File: config.mk
export PLATFORM = sky130hd
export DESIGN_NAME = img_buffer_ctrl
export DESIGN_NICKNAME = d
export VERILOG_FILES = /design/src/rtl/img_buffer_ctrl.sv
export SDC_FILE = /design/constraint.sdc
export NUM_CORES = 2
export LEC_CHECK = 0
export BUFFER_PORTS_ARGS = -buffer_cell sky130_fd_sc_hd__buf_4
export CORE_AREA = 2 2 358 360
export DETAILED_ROUTE_END_ITERATION = 8
export DIE_AREA = 0 0 360 362
export PLACE_DENSITY = 0.47
export SYNTH_ARGS = -nofsm -noshare
export SYNTH_HDL_FRONTEND = slang
export SYNTH_SLANG_ARGS = --single-unit
File: constraint.sdc
create_clock -name clk -period 7 [get_ports clk]
set_input_delay 0.35 -clock clk [delete_from_list [all_inputs] [get_ports clk]]
set_output_delay 0.35 -clock clk [all_outputs]
set_load 0.005 [all_outputs]
File: src/rtl/img_buffer_ctrl.sv
// Image receive buffer and inference handshake controller: packs host bytes MSB-first, then runs a result/clear/report cycle.
// Optional inference watchdog enabled by defining BNN_TIMEOUT_EN.
module img_buffer_ctrl #(
    parameter int IMG_BITS       = 904,
    parameter int TIMEOUT_CYCLES = 4096
) (
    input  logic                clk,
    input  logic                rst,
    input  logic [7:0]          byte_in,
    input  logic                byte_valid,
    output logic                byte_ready,
    output logic [IMG_BITS-1:0] img_out,
    output logic                img_buffer_full,
    output logic                bnn_enable,
    output logic                bnn_clear,
    input  logic [3:0]          result_in,
    input  logic                result_ready,
    output logic [3:0]          res_out,
    output logic                res_valid,
    input  logic                res_ack,
    output logic                res_err
);

    localparam int NBYTES = IMG_BITS / 8;
    localparam int CW     = (NBYTES > 1) ? $clog2(NBYTES) : 1;
    localparam int IW     = $clog2(IMG_BITS);

    typedef enum logic [2:0] {RX, INFER, CLEAR, DRAIN, REPORT} state_t;

    state_t        state;
    logic [CW-1:0] cnt;
    logic [IW-1:0] wr_lsb;
    logic          last_byte;

    // Byte k lands in the k-th byte lane counted from the top of img_out.
    assign wr_lsb    = IW'((NBYTES - 1 - int'(cnt)) * 8);
    assign last_byte = (cnt == CW'(NBYTES - 1));

`ifdef BNN_TIMEOUT_EN
    localparam int TW = $clog2(TIMEOUT_CYCLES + 1);
    logic [TW-1:0] wd_cnt;
    logic          err_q;
    logic          wd_expired;

    assign wd_expired = (wd_cnt == TW'(TIMEOUT_CYCLES - 1));
    assign res_err    = err_q;
`else
    assign res_err = 1'b0;
`endif

    // NOTE: non-blocking assignments only here, so every register samples pre-edge values.
    always_ff @(posedge clk) begin
        if (rst) begin
            state           <= RX;
            cnt             <= '0;
            img_out         <= '0;
            res_out         <= '0;
            byte_ready      <= 1'b1;
            img_buffer_full <= 1'b0;
            bnn_enable      <= 1'b0;
            bnn_clear       <= 1'b0;
            res_valid       <= 1'b0;
`ifdef BNN_TIMEOUT_EN
            wd_cnt          <= '0;
            err_q           <= 1'b0;
`endif
        end else begin
            case (state)
                RX: begin
                    if (byte_valid && byte_ready) begin
                        img_out[wr_lsb +: 8] <= byte_in;
                        if (last_byte) begin
                            cnt             <= '0;
                            state           <= INFER;
                            byte_ready      <= 1'b0;
                            img_buffer_full <= 1'b1;
                            bnn_enable      <= 1'b1;
`ifdef BNN_TIMEOUT_EN
                            wd_cnt          <= '0;
                            err_q           <= 1'b0;
`endif
                        end else begin
                            cnt <= cnt + CW'(1);
                        end
                    end
                end
                INFER: begin
                    if (result_ready) begin
                        res_out         <= result_in;
                        state           <= CLEAR;
                        img_buffer_full <= 1'b0;
                        bnn_enable      <= 1'b0;
                        bnn_clear       <= 1'b1;
`ifdef BNN_TIMEOUT_EN
                    end else if (wd_expired) begin
                        res_out         <= 4'hF;
                        err_q           <= 1'b1;
                        state           <= CLEAR;
                        img_buffer_full <= 1'b0;
                        bnn_enable      <= 1'b0;
                        bnn_clear       <= 1'b1;
                    end else begin
                        wd_cnt <= wd_cnt + TW'(1);
`endif
                    end
                end
                CLEAR: begin
                    state     <= DRAIN;
                    bnn_clear <= 1'b0;
                end
                DRAIN: begin
                    // Report only once the inference side has dropped its stale result.
                    if (!result_ready) begin
                        state     <= REPORT;
                        res_valid <= 1'b1;
                    end
                end
                REPORT: begin
                    if (res_ack) begin
                        state      <= RX;
                        res_valid  <= 1'b0;
                        byte_ready <= 1'b1;
                    end
                end
                default: begin
                    state           <= RX;
                    byte_ready      <= 1'b1;
                    img_buffer_full <= 1'b0;
                    bnn_enable      <= 1'b0;
                    bnn_clear       <= 1'b0;
                    res_valid       <= 1'b0;
                end
            endcase
        end
    end

endmodule

==> metrics.cfg <==
[outcome]
outcome=completed

[synthesis]
yosys.cell_count.top_type=sky130_fd_sc_hd__dfxtp_1
synth.avg_cell_area_sq_um=9.47
syn_area_sq_um=36900
synth.distinct_cells=82
ys_seq_area_share_pct=50.1
yosysWarnings=0
muxShareOfSynthArea_pct=18.3
yosys-top-cells-area=sky130_fd_sc_hd__dfxtp_1 50%, sky130_fd_sc_hd__mux2i_1 18%, sky130_fd_sc_hd__nand2_1 8.4%, sky130_fd_sc_hd__nand3_1 3.2%, sky130_fd_sc_hd__clkbuf_1 2.8%
yosys_register_bits=922
synth_edf_count=0
compound_gate_fraction_of_synth_area_pct=8.98
yosysTopAreaCellShare_pct=50.1
postSynthCellCount=3894
share_of_the_synthesized_netlist_area_taken_by_xor_and_xnor_gates_pct=0.288
synthSimpleGateAreaFrac_pct=18.4
post-synth-top-area-cell=sky130_fd_sc_hd__dfxtp_1
asyncSetResetFlopFracSynth_pct=0
synth_common_cells=922 x sky130_fd_sc_hd__dfxtp_1, 830 x sky130_fd_sc_hd__nand2_1, 669 x sky130_fd_sc_hd__mux2i_1, 276 x sky130_fd_sc_hd__clkbuf_1, 234 x sky130_fd_sc_hd__nand3_1
combinational_family_with_the_most_area_after_synthesis=simple AND/OR/NAND/NOR gates
synth.net_count=3916
synthAdderAreaFrac_pct=0.170
postSynth.topFlopCell=sky130_fd_sc_hd__dfxtp_1

[timing]
fin_tns_setup_ns=0
tightest_slew_ns=1.26
achievable-frequency_ghz=0.200
clock-skew-final_ns=0.0281
hold-worst-slack_ns=0.0729
fraction_of_the_cycle_the_final_worst_path_needs_pct=71.6
grt_setup_unrepaired=no
finalWorstPathRequiredPeriod_ns=5.01
setup_viol=0
max-slew-margin-rel_pct=16.0
hold_viol_final=0
total_count_of_max_transition_violations_in_the_final_report=0

[global_route]
overflow=0
grt_first_pass_wirelength_microns=253000
grt.total_usage_pct=26.9
vias_in_the_first_global_route=31500
initial_antenna_violation_count=4
maximum_number_of_pins_on_one_net_before_global_route_repair=200

[critical_path]
timing.critical_path.fanout_max=60
crit_required_ns=7.62
timing.reg2reg.setup_slack_ns=1.99
worst_setup_path_start_kind=flip-flop
cp.arrival_ns=5.63
path_delay_family=compound AO/OA/AOI/OAI gates
crit_buf_inv=2
element_type_at_the_critical_path_end=flip-flop
worstSetupPathType=flip-flop to flip-flop
crit_path_cell_trace=inv_1, ha_1, nor2_1, o221ai_1, o21ai_1, o32a_2, buf_4, nor3_1, a31o_2
worst_path_slowest_cell=sky130_fd_sc_hd__o32a_2
worst_path_largest_cell_delay_ns=0.92

[clocking]
clock_pin_slew_on_the_worst_setup_and_hold_paths_ns=0.06
post_cts.repair.setup_buffers=0
cts_hold_buf=7
clock_tree.root_cell=sky130_fd_sc_hd__clkbuf_16
clkSinkCount=922
postCtsResizedCells=0
tritoncts=built
cts_buffers=106
worst_case_clock_buffer_depth=3
worst_skew_pair.late_latency_ns=0.73
clock_tree.htree_level_count=3

[route]
detail_route.iter0.violations=2673
route.detailed.wl_per_inst_microns=28.5
route.antenna.remaining_nets=0
post_route_drc=0
via_count=32700
route.final.wire_length_microns=183000
detailedRoute.firstPassIterationCount=7
viasPerCell=5.09

[worst_hold_path]
hold_class=input pin to flip-flop

[power]
totalPowerFinal_w=0.0118
cellPowerDensity_nw_per_um2=241
p_switching_w=0.00299
power_leakage_nw=21.3
p_clk_share_pct=49.8
switching_share_pct=25.3
seq_pwr_share_pct=44.5
internal_power_component_w=0.00884
max-vdd-ir-drop_mv=0.204
power.share.combinational_pct=5.7

[floorplanning]
floorplan.die_area_sq_um=130000
fp.dieH_microns=362
num_io_pins=931
core_area_sq_um=127000
initial_core_util_pct=29.1
die_x_microns=360
rows=131

[run]
cap_violations=0

[place]
place.detailed.hpwl_microns=131000
gp_routability_congestion=0.817
port_buffers=929

[cells_and_area]
multiInputGateArea_sq_um=17200
area_growth_syn_to_layout_pct=33.0
area.sequential_sq_um=18500
drive_gt1_share_pct=29.0
layout.filler_cells=12800
nets=4694

per-layer routing:
layer	GRT usage [%]	vias to the layer above	routed length, microns
li1	-	15200	-
met1	33.9	16200	77900
met2	44.0	1084	85900
met3	6.93	262	12200
met4	10.4	2	7030
met5	0	-	11
metrics by stage:
step	cell area, sq um	cells	worst slack (ns)	utilization, %
finish	49100	6421	1.99	38.7
global route	49100	6420	1.65	38.7
CTS	49100	6420	2.03	38.7
detailed placement	45300	6219	2.07	35.8
global placement	45300	6219	2.16	35.8
floorplan	36900	3894	3.89	-
flip-flops by register name (all words and copies together) (netlist names):
signal,flops
res_out,4
state,3
bnn_enable,1
byte_ready,1
bnn_clear,1
cnt,7
img_out,904
res_valid,1
cell usage in the layout, fill, tap and decap left out, types with 46 or more instances in the layout:
master,n
sky130_fd_sc_hd__a31o_2,89
sky130_fd_sc_hd__a21oi_1,106
sky130_fd_sc_hd__nand2_1,828
sky130_fd_sc_hd__o21ai_0,105
sky130_fd_sc_hd__mux2i_1,669
sky130_fd_sc_hd__or4_1,46
sky130_fd_sc_hd__clkbuf_16,107
sky130_fd_sc_hd__buf_4,1003
sky130_fd_sc_hd__nor2_1,47
sky130_fd_sc_hd__dfxtp_1,922
sky130_fd_sc_hd__o211ai_1,48
sky130_fd_sc_hd__nor3_1,80
sky130_fd_sc_hd__nand3_1,234
worst reg2reg max path, delay by kind of cell, from the launching register on:
family,cells,cell delay [ns]
AND/OR/NAND/NOR,2,0.75
buffers and inverters,2,0.98
flip-flops,1,0.63
AO/OA/AOI/OAI,4,1.96
adder cells (fa/ha/maj),1,0.57
kinds of logic (layout without fill, tap and decap cells):
| kind of cell | Yosys count | after routing |
|---|---|---|
| AOI/OAI and AO/OA | 468 | 468 |
| muxes | 672 | 672 |
| adders and majority gates | 5 | 5 |
| other | 1 | 2 |
| xor gates and xnor gates | 10 | 10 |
| and+or+nand+nor | 1467 | 1467 |
| buffers and inverters | 349 | 1213 |
| DFF | 922 | 922 |
power by group through the flow:
stage / sequential (W) / combinational [W] / clock (W)
after floorplan: 0.00538 / 0.000362 / 0
after global placement: 0.00538 / 0.000668 / 0
after detailed placement: 0.00538 / 0.000669 / 0
after CTS: 0.00527 / 0.000672 / 0.00601
after global routing: 0.00527 / 0.000704 / 0.00622
final: 0.00527 / 0.000670 / 0.00590
area by class of cell:
type	instances	area share, %
flip-flops and latches	922	37.6
multi-input cells	2623	35.0
repair buffers	1014	15.6
clock buffers	165	6.58
well taps	1662	4.24
clock inverters	29	0.905
inverters	5	0.0536
diodes	1	0.00510
path summary, 6_finish.rpt:
path | depth (start not counted) | start | end
max | 9 | cnt[1]$_SDFFE_PP0P_ | img_out[405]$_SDFFE_PP0P_
max reg2reg | 9 | cnt[1]$_SDFFE_PP0P_ | img_out[405]$_SDFFE_PP0P_
min reg2reg | 2 | img_out[543]$_SDFFE_PP0P_ | img_out[543]$_SDFFE_PP0P_
min | 2 | rst | res_out[1]$_SDFFE_PP0P_
No activity file was read; power rests on OpenSTA's default activity.
